**config.mk**
```make
export PLATFORM = sky130hd
export DESIGN_NAME = src_ctrl_seq
export DESIGN_NICKNAME = d
export VERILOG_FILES = /design/src/rtl/src_ctrl_seq.sv
export SDC_FILE = /design/constraint.sdc
export NUM_CORES = 1
export LEC_CHECK = 0
export CORE_ASPECT_RATIO = 1.75
export CORE_MARGIN = 4
export CORE_UTILIZATION = 44
export DETAILED_ROUTE_END_ITERATION = 12
export PLACE_DENSITY = 0.81
export SLEW_MARGIN = 15
export SYNTH_ARGS = -nofsm -noshare
export SYNTH_HDL_FRONTEND = slang
export SYNTH_SLANG_ARGS = --single-unit
export TNS_END_PERCENT = 5
```
**constraint.sdc**
```tcl
create_clock -name clk -period 4.6 [get_ports clk]
set_input_delay 0.92 -clock clk [delete_from_list [all_inputs] [get_ports clk]]
set_output_delay 0.92 -clock clk [all_outputs]
set_load 0.02 [all_outputs]
```
**src/rtl/src_ctrl_seq.sv**
```systemverilog
// Sample-rate-converter state sequencer: MAC tap loop, L/M phase accumulator and stream handshakes.
// Optional stall counters are built when SRC_STALL_CNT_EN is defined; otherwise stall_out/stall_in are tied to 0.
module src_ctrl_seq #(
    parameter int NTAPS    = 8,
    parameter int CNT_W    = 4,
    parameter int L_FACTOR = 3,
    parameter int M_FACTOR = 2,
    parameter int PH_W     = 4
) (
    input  logic             clk,
    input  logic             rst,
    input  logic             en,
    input  logic             in_valid,
    input  logic             out_ready,
    output logic [3:0]       fsm_state,
    output logic             in_ack,
    output logic             out_valid,
    output logic [PH_W-1:0]  phase,
    output logic [CNT_W-1:0] tap_idx,
    output logic             busy,
    output logic [15:0]      stall_out,
    output logic [15:0]      stall_in
);

    // state | meaning
    // S0    | idle, waiting for en
    // S1    | fetch
    // S2    | accumulator init, load tap counter
    // S3    | MAC count, NTAPS cycles
    // S4    | result
    // S5    | write back
    // S6    | present output, wait for out_ready
    // S7    | consume input(s) until phase < L
    // S8    | next, sample en
    localparam logic [3:0] S0 = 4'd0;
    localparam logic [3:0] S1 = 4'd1;
    localparam logic [3:0] S2 = 4'd2;
    localparam logic [3:0] S3 = 4'd3;
    localparam logic [3:0] S4 = 4'd4;
    localparam logic [3:0] S5 = 4'd5;
    localparam logic [3:0] S6 = 4'd6;
    localparam logic [3:0] S7 = 4'd7;
    localparam logic [3:0] S8 = 4'd8;

    localparam logic [PH_W:0]    L_EXT    = (PH_W+1)'(L_FACTOR);
    localparam logic [PH_W:0]    M_EXT    = (PH_W+1)'(M_FACTOR);
    localparam logic [CNT_W-1:0] TAP_LAST = CNT_W'(NTAPS - 1);

    logic [3:0]       state_q, state_d;
    logic [CNT_W-1:0] tap_q, tap_d;
    logic [PH_W-1:0]  phase_q, phase_d;
    logic [PH_W:0]    ph_add, ph_sub;

    // One extra bit so the add and subtract never wrap.
    assign ph_add = {1'b0, phase_q} + M_EXT;
    assign ph_sub = {1'b0, phase_q} - L_EXT;

    always_comb begin
        state_d = state_q;
        tap_d   = tap_q;
        phase_d = phase_q;
        case (state_q)
            S0: if (en) state_d = S1;
            S1: state_d = S2;
            S2: begin
                tap_d   = TAP_LAST;
                state_d = S3;
            end
            S3: begin
                if (tap_q == '0) state_d = S4;
                else             tap_d   = tap_q - 1'b1;
            end
            S4: state_d = S5;
            S5: state_d = S6;
            S6: begin
                if (out_ready) begin
                    phase_d = ph_add[PH_W-1:0];
                    state_d = (ph_add >= L_EXT) ? S7 : S8;
                end
            end
            S7: begin
                if (in_valid) begin
                    phase_d = ph_sub[PH_W-1:0];
                    state_d = (ph_sub >= L_EXT) ? S7 : S8;
                end
            end
            S8: state_d = en ? S1 : S0;
            default: state_d = S0;
        endcase
    end

    always_ff @(posedge clk) begin
        if (rst) begin
            state_q <= S0;
            tap_q   <= '0;
            phase_q <= '0;
        end else begin
            state_q <= state_d;
            tap_q   <= tap_d;
            phase_q <= phase_d;
        end
    end

    assign fsm_state = state_q;
    assign tap_idx   = tap_q;
    assign phase     = phase_q;
    assign out_valid = (state_q == S6);
    assign in_ack    = (state_q == S7) && in_valid;
    assign busy      = (state_q != S0) && (state_q <= S8);

`ifdef SRC_STALL_CNT_EN
    logic [15:0] stall_out_q, stall_in_q;

    always_ff @(posedge clk) begin
        if (rst) begin
            stall_out_q <= '0;
            stall_in_q  <= '0;
        end else begin
            if ((state_q == S6) && !out_ready && (stall_out_q != 16'hFFFF))
                stall_out_q <= stall_out_q + 16'd1;
            if ((state_q == S7) && !in_valid && (stall_in_q != 16'hFFFF))
                stall_in_q <= stall_in_q + 16'd1;
        end
    end

    assign stall_out = stall_out_q;
    assign stall_in  = stall_in_q;
`else
    assign stall_out = '0;
    assign stall_in  = '0;
`endif

endmodule

```
==> flow_summary.json <==
{
  "yosysUniqueCellTypes": 36,
  "grt_pass1_vias": 848,
  "dr.pass1.iters": 4,
  "cts.clk_slew.worst_paths_ps": 50,
  "grt_usage_pct": 13.6,
  "worst-path-buf-inv": 3,
  "cts_buffers": 3,
  "wl_um": 2230,
  "synth_cells": 141,
  "worstPathArrival_ps": 2190,
  "crit_type": "in2out",
  "num_rows": 24,
  "cp_num_cells": 4,
  "p_switching_mw": 0.112,
  "r2r_slack_ps": 2660,
  "skew_ps": 0.899,
  "place.gp.congestion": 0.825,
  "outcome": "finished clean",
  "htreeDepth": 1,
  "die_w_um": 46.3,
  "postCtsSetupBuffers": 0,
  "root_buffer": "clkbuf_8",
  "cp-endpoint": "in_ack",
  "end_kind": "output pin",
  "synth_area_leader_cell": "buf_4",
  "syn_to_final_growth_pct": 11.2,
  "synth_commonest_cells": "buf_4, dfxtp_1, inv_1",
  "synthFlopType": "dfxtp_1",
  "ctsResizeCount": 0,
  "pwr-share-comb_pct": 29.1,
  "synth_warnings": 0,
  "hp-class": "reg2reg",
  "critPathMaxFanout": 3,
  "yosys-top-cells-area": "buf_4, dfxtp_1, ha_1, a211oi_1, a21oi_1",
  "p_sw_share_pct": 33.5,
  "dr.first_iter.drc_count": 27,
  "setup_viol": 0,
  "wl_per_cell_um": 12.1,
  "num-nets-final": 171,
  "finalCriticalPeriod_ps": 3110,
  "ir_drop_v": 0.000164,
  "netlist_area_um2": 1130,
  "coreArea_um2": 2460,
  "grt_max_degree": 13,
  "final_layout_size_suffix_gt1_share_pct": 8.23,
  "antenna-diode-count": 0,
  "syn_avg_cell_area_um2": 8.00,
  "vias_per_cell": 5.01,
  "slew_headroom_pct": 61.7,
  "slew_viol_final": 0,
  "die_h_um": 75.0,
  "hold_ws_ps": 538,
  "worstSkewPairLatency_ps": 240,
  "crit_top_cell": "clkdlybuf4s50_1",
  "reg2regPathDepth": 7,
  "powerDensity_nw_per_um2": 266,
  "ant_nets": 0,
  "ctsHoldBuffers": 0,
  "async_flop_share_pct": 0,
  "startpoint_type": "input pin",
  "worst_pin_slew_ps": 575,
  "grt_pass1_wl_um": 3530,
  "tritoncts": "done",
  "cp_cell_sequence": "clkdlybuf4s50_1 > nand2_1 > inv_1 > clkdlybuf4s50_1",
  "dp.cells": 180,
  "fin_setup_tns_ps": 0,
  "hold_depth": 1,
  "reg2reg_to": "fsm_state[0]$_SDFFE_PP0P_",
  "crit_family": "buffers and inverters",
  "fmax_mhz": 321,
  "dieArea_um2": 3470,
  "seq_power_share_pct": 36.9,
  "cp_slowest_cell": "clkdlybuf4s50_1",
  "grt_antenna_before_repair": 0,
  "hold_viol_final": 0,
  "io_pins": 52,
  "drc": 0,
  "final_core_util_pct": 50.9,
  "reg2reg_from": "phase[0]$_SDFFE_PP0P_",
  "ys_seq_area_share_pct": 21.3,
  "layout.cells.non_filler": 184,
  "ys_ff_latch": 12,
  "clkSinkCount": 12,
  "rsz0062_at_grt": "false",
  "dp.final_hpwl_um": 1790,
  "cpPeakStageDelay_ps": 600,
  "initial_core_util_pct": 45.8,
  "leakage_nw": 0.493,
  "num_vias": 921,
  "cts_max_path_buffers": 2,
  "synth-edff-count": 0,
  "netlist.area_leader.share_pct": 22.6,
  "crit_start": "in_valid",
  "io_buffers": 19,
  "yosysMostFrequentCell": "buf_4",
  "grt_overflow_total": 0,
  "required_ps": 3680,
  "period_share_pct": 67.6,
  "cap_violations": 0,
  "clock_power_share_pct": 34.0,
  "p_int_mw": 0.222,
  "fill_cells": 240
}
area by class of cell:
class                   count  area [µm²]  area share [%]
multi-input cells         112         694            55.4
inverters                  11        41.3            3.29
repair buffers             19         190            15.2
clock buffers               4        55.1            4.39
well taps                  26        32.5            2.59
flip-flops and latches     12         240            19.2
power by group through the flow:
stage          combinational (mW)  sequential (mW)  clock [mW]
6_report                   0.0970            0.123       0.113
3_3_place_gp               0.0952            0.124           0
5_1_grt                     0.104            0.125       0.120
3_5_place_dp               0.0970            0.125           0
2_1_floorplan              0.0898            0.126           0
4_1_cts                    0.0972            0.123       0.115
stage by stage:
stage	cell area [µm²]	total power [mW]	setup WS [ps]
2_1_floorplan	1240	0.216	2420
3_3_place_gp	1200	0.219	1510
3_5_place_dp	1200	0.222	1490
4_1_cts	1250	0.335	1480
5_1_grt	1250	0.349	1400
6_report	1250	0.333	1490
state kept, by name, summed over array words and instances, names as in the netlist:
signal     flops
fsm_state      4
phase          4
tap_idx        4
worst register-to-register path, delay by kind of cell (launching register included):
| kind | cells | cell delay [ps] |
|---|---|---|
| flip-flops | 1 | 470 |
| AO/OA/AOI/OAI | 5 | 890 |
| adder cells (fa/ha/maj) | 1 | 310 |
| buffers and inverters | 1 | 130 |
worst min-delay path by stage:
stage / start / slack [ps] / end
4_1_cts: tap_idx[0]$_SDFFE_PP0P_ / 540 / tap_idx[0]$_SDFFE_PP0P_
3_3_place_gp: tap_idx[0]$_SDFFE_PP0P_ / 530 / tap_idx[0]$_SDFFE_PP0P_
6_report: tap_idx[0]$_SDFFE_PP0P_ / 540 / tap_idx[0]$_SDFFE_PP0P_
3_5_place_dp: tap_idx[0]$_SDFFE_PP0P_ / 530 / tap_idx[0]$_SDFFE_PP0P_
2_1_floorplan: phase[3]$_SDFFE_PP0P_ / 600 / phase[3]$_SDFFE_PP0P_
5_1_grt: phase[3]$_SDFFE_PP0P_ / 570 / phase[3]$_SDFFE_PP0P_
cell families after synthesis:
group	after synthesis	share of synthesized area, %
AOI/OAI and AO/OA	31	20.5
xor gates and xnor gates	5	3.89
adders and majority gates	7	7.77
buffers and inverters	48	27.4
DFF	12	21.3
muxes	1	0.888
other	1	0.333
and+or+nand+nor	36	17.9
layer usage:
metal / GRT usage (%) / part of all wire (%)
met4: 8.86 / 2.3
met1: 12.6 / 36
met5: 0 / 0
met2: 25.8 / 54
met3: 1.91 / 7.8
cells in the final DEF (no fill, tap or decap), types with 4 or more instances in the layout:
master,netlist,final
a211oi_1,7,7
a21oi_1,9,9
clkbuf_8,0,4
clkdlybuf4s50_1,0,19
conb_1,1,32
dfxtp_1,12,12
ha_1,7,7
inv_1,11,11
nand2_1,4,4
nor2_1,10,10
nor3_1,8,8
o21ai_0,4,4
o22ai_1,4,4
(Power assumes the default switching activity.)
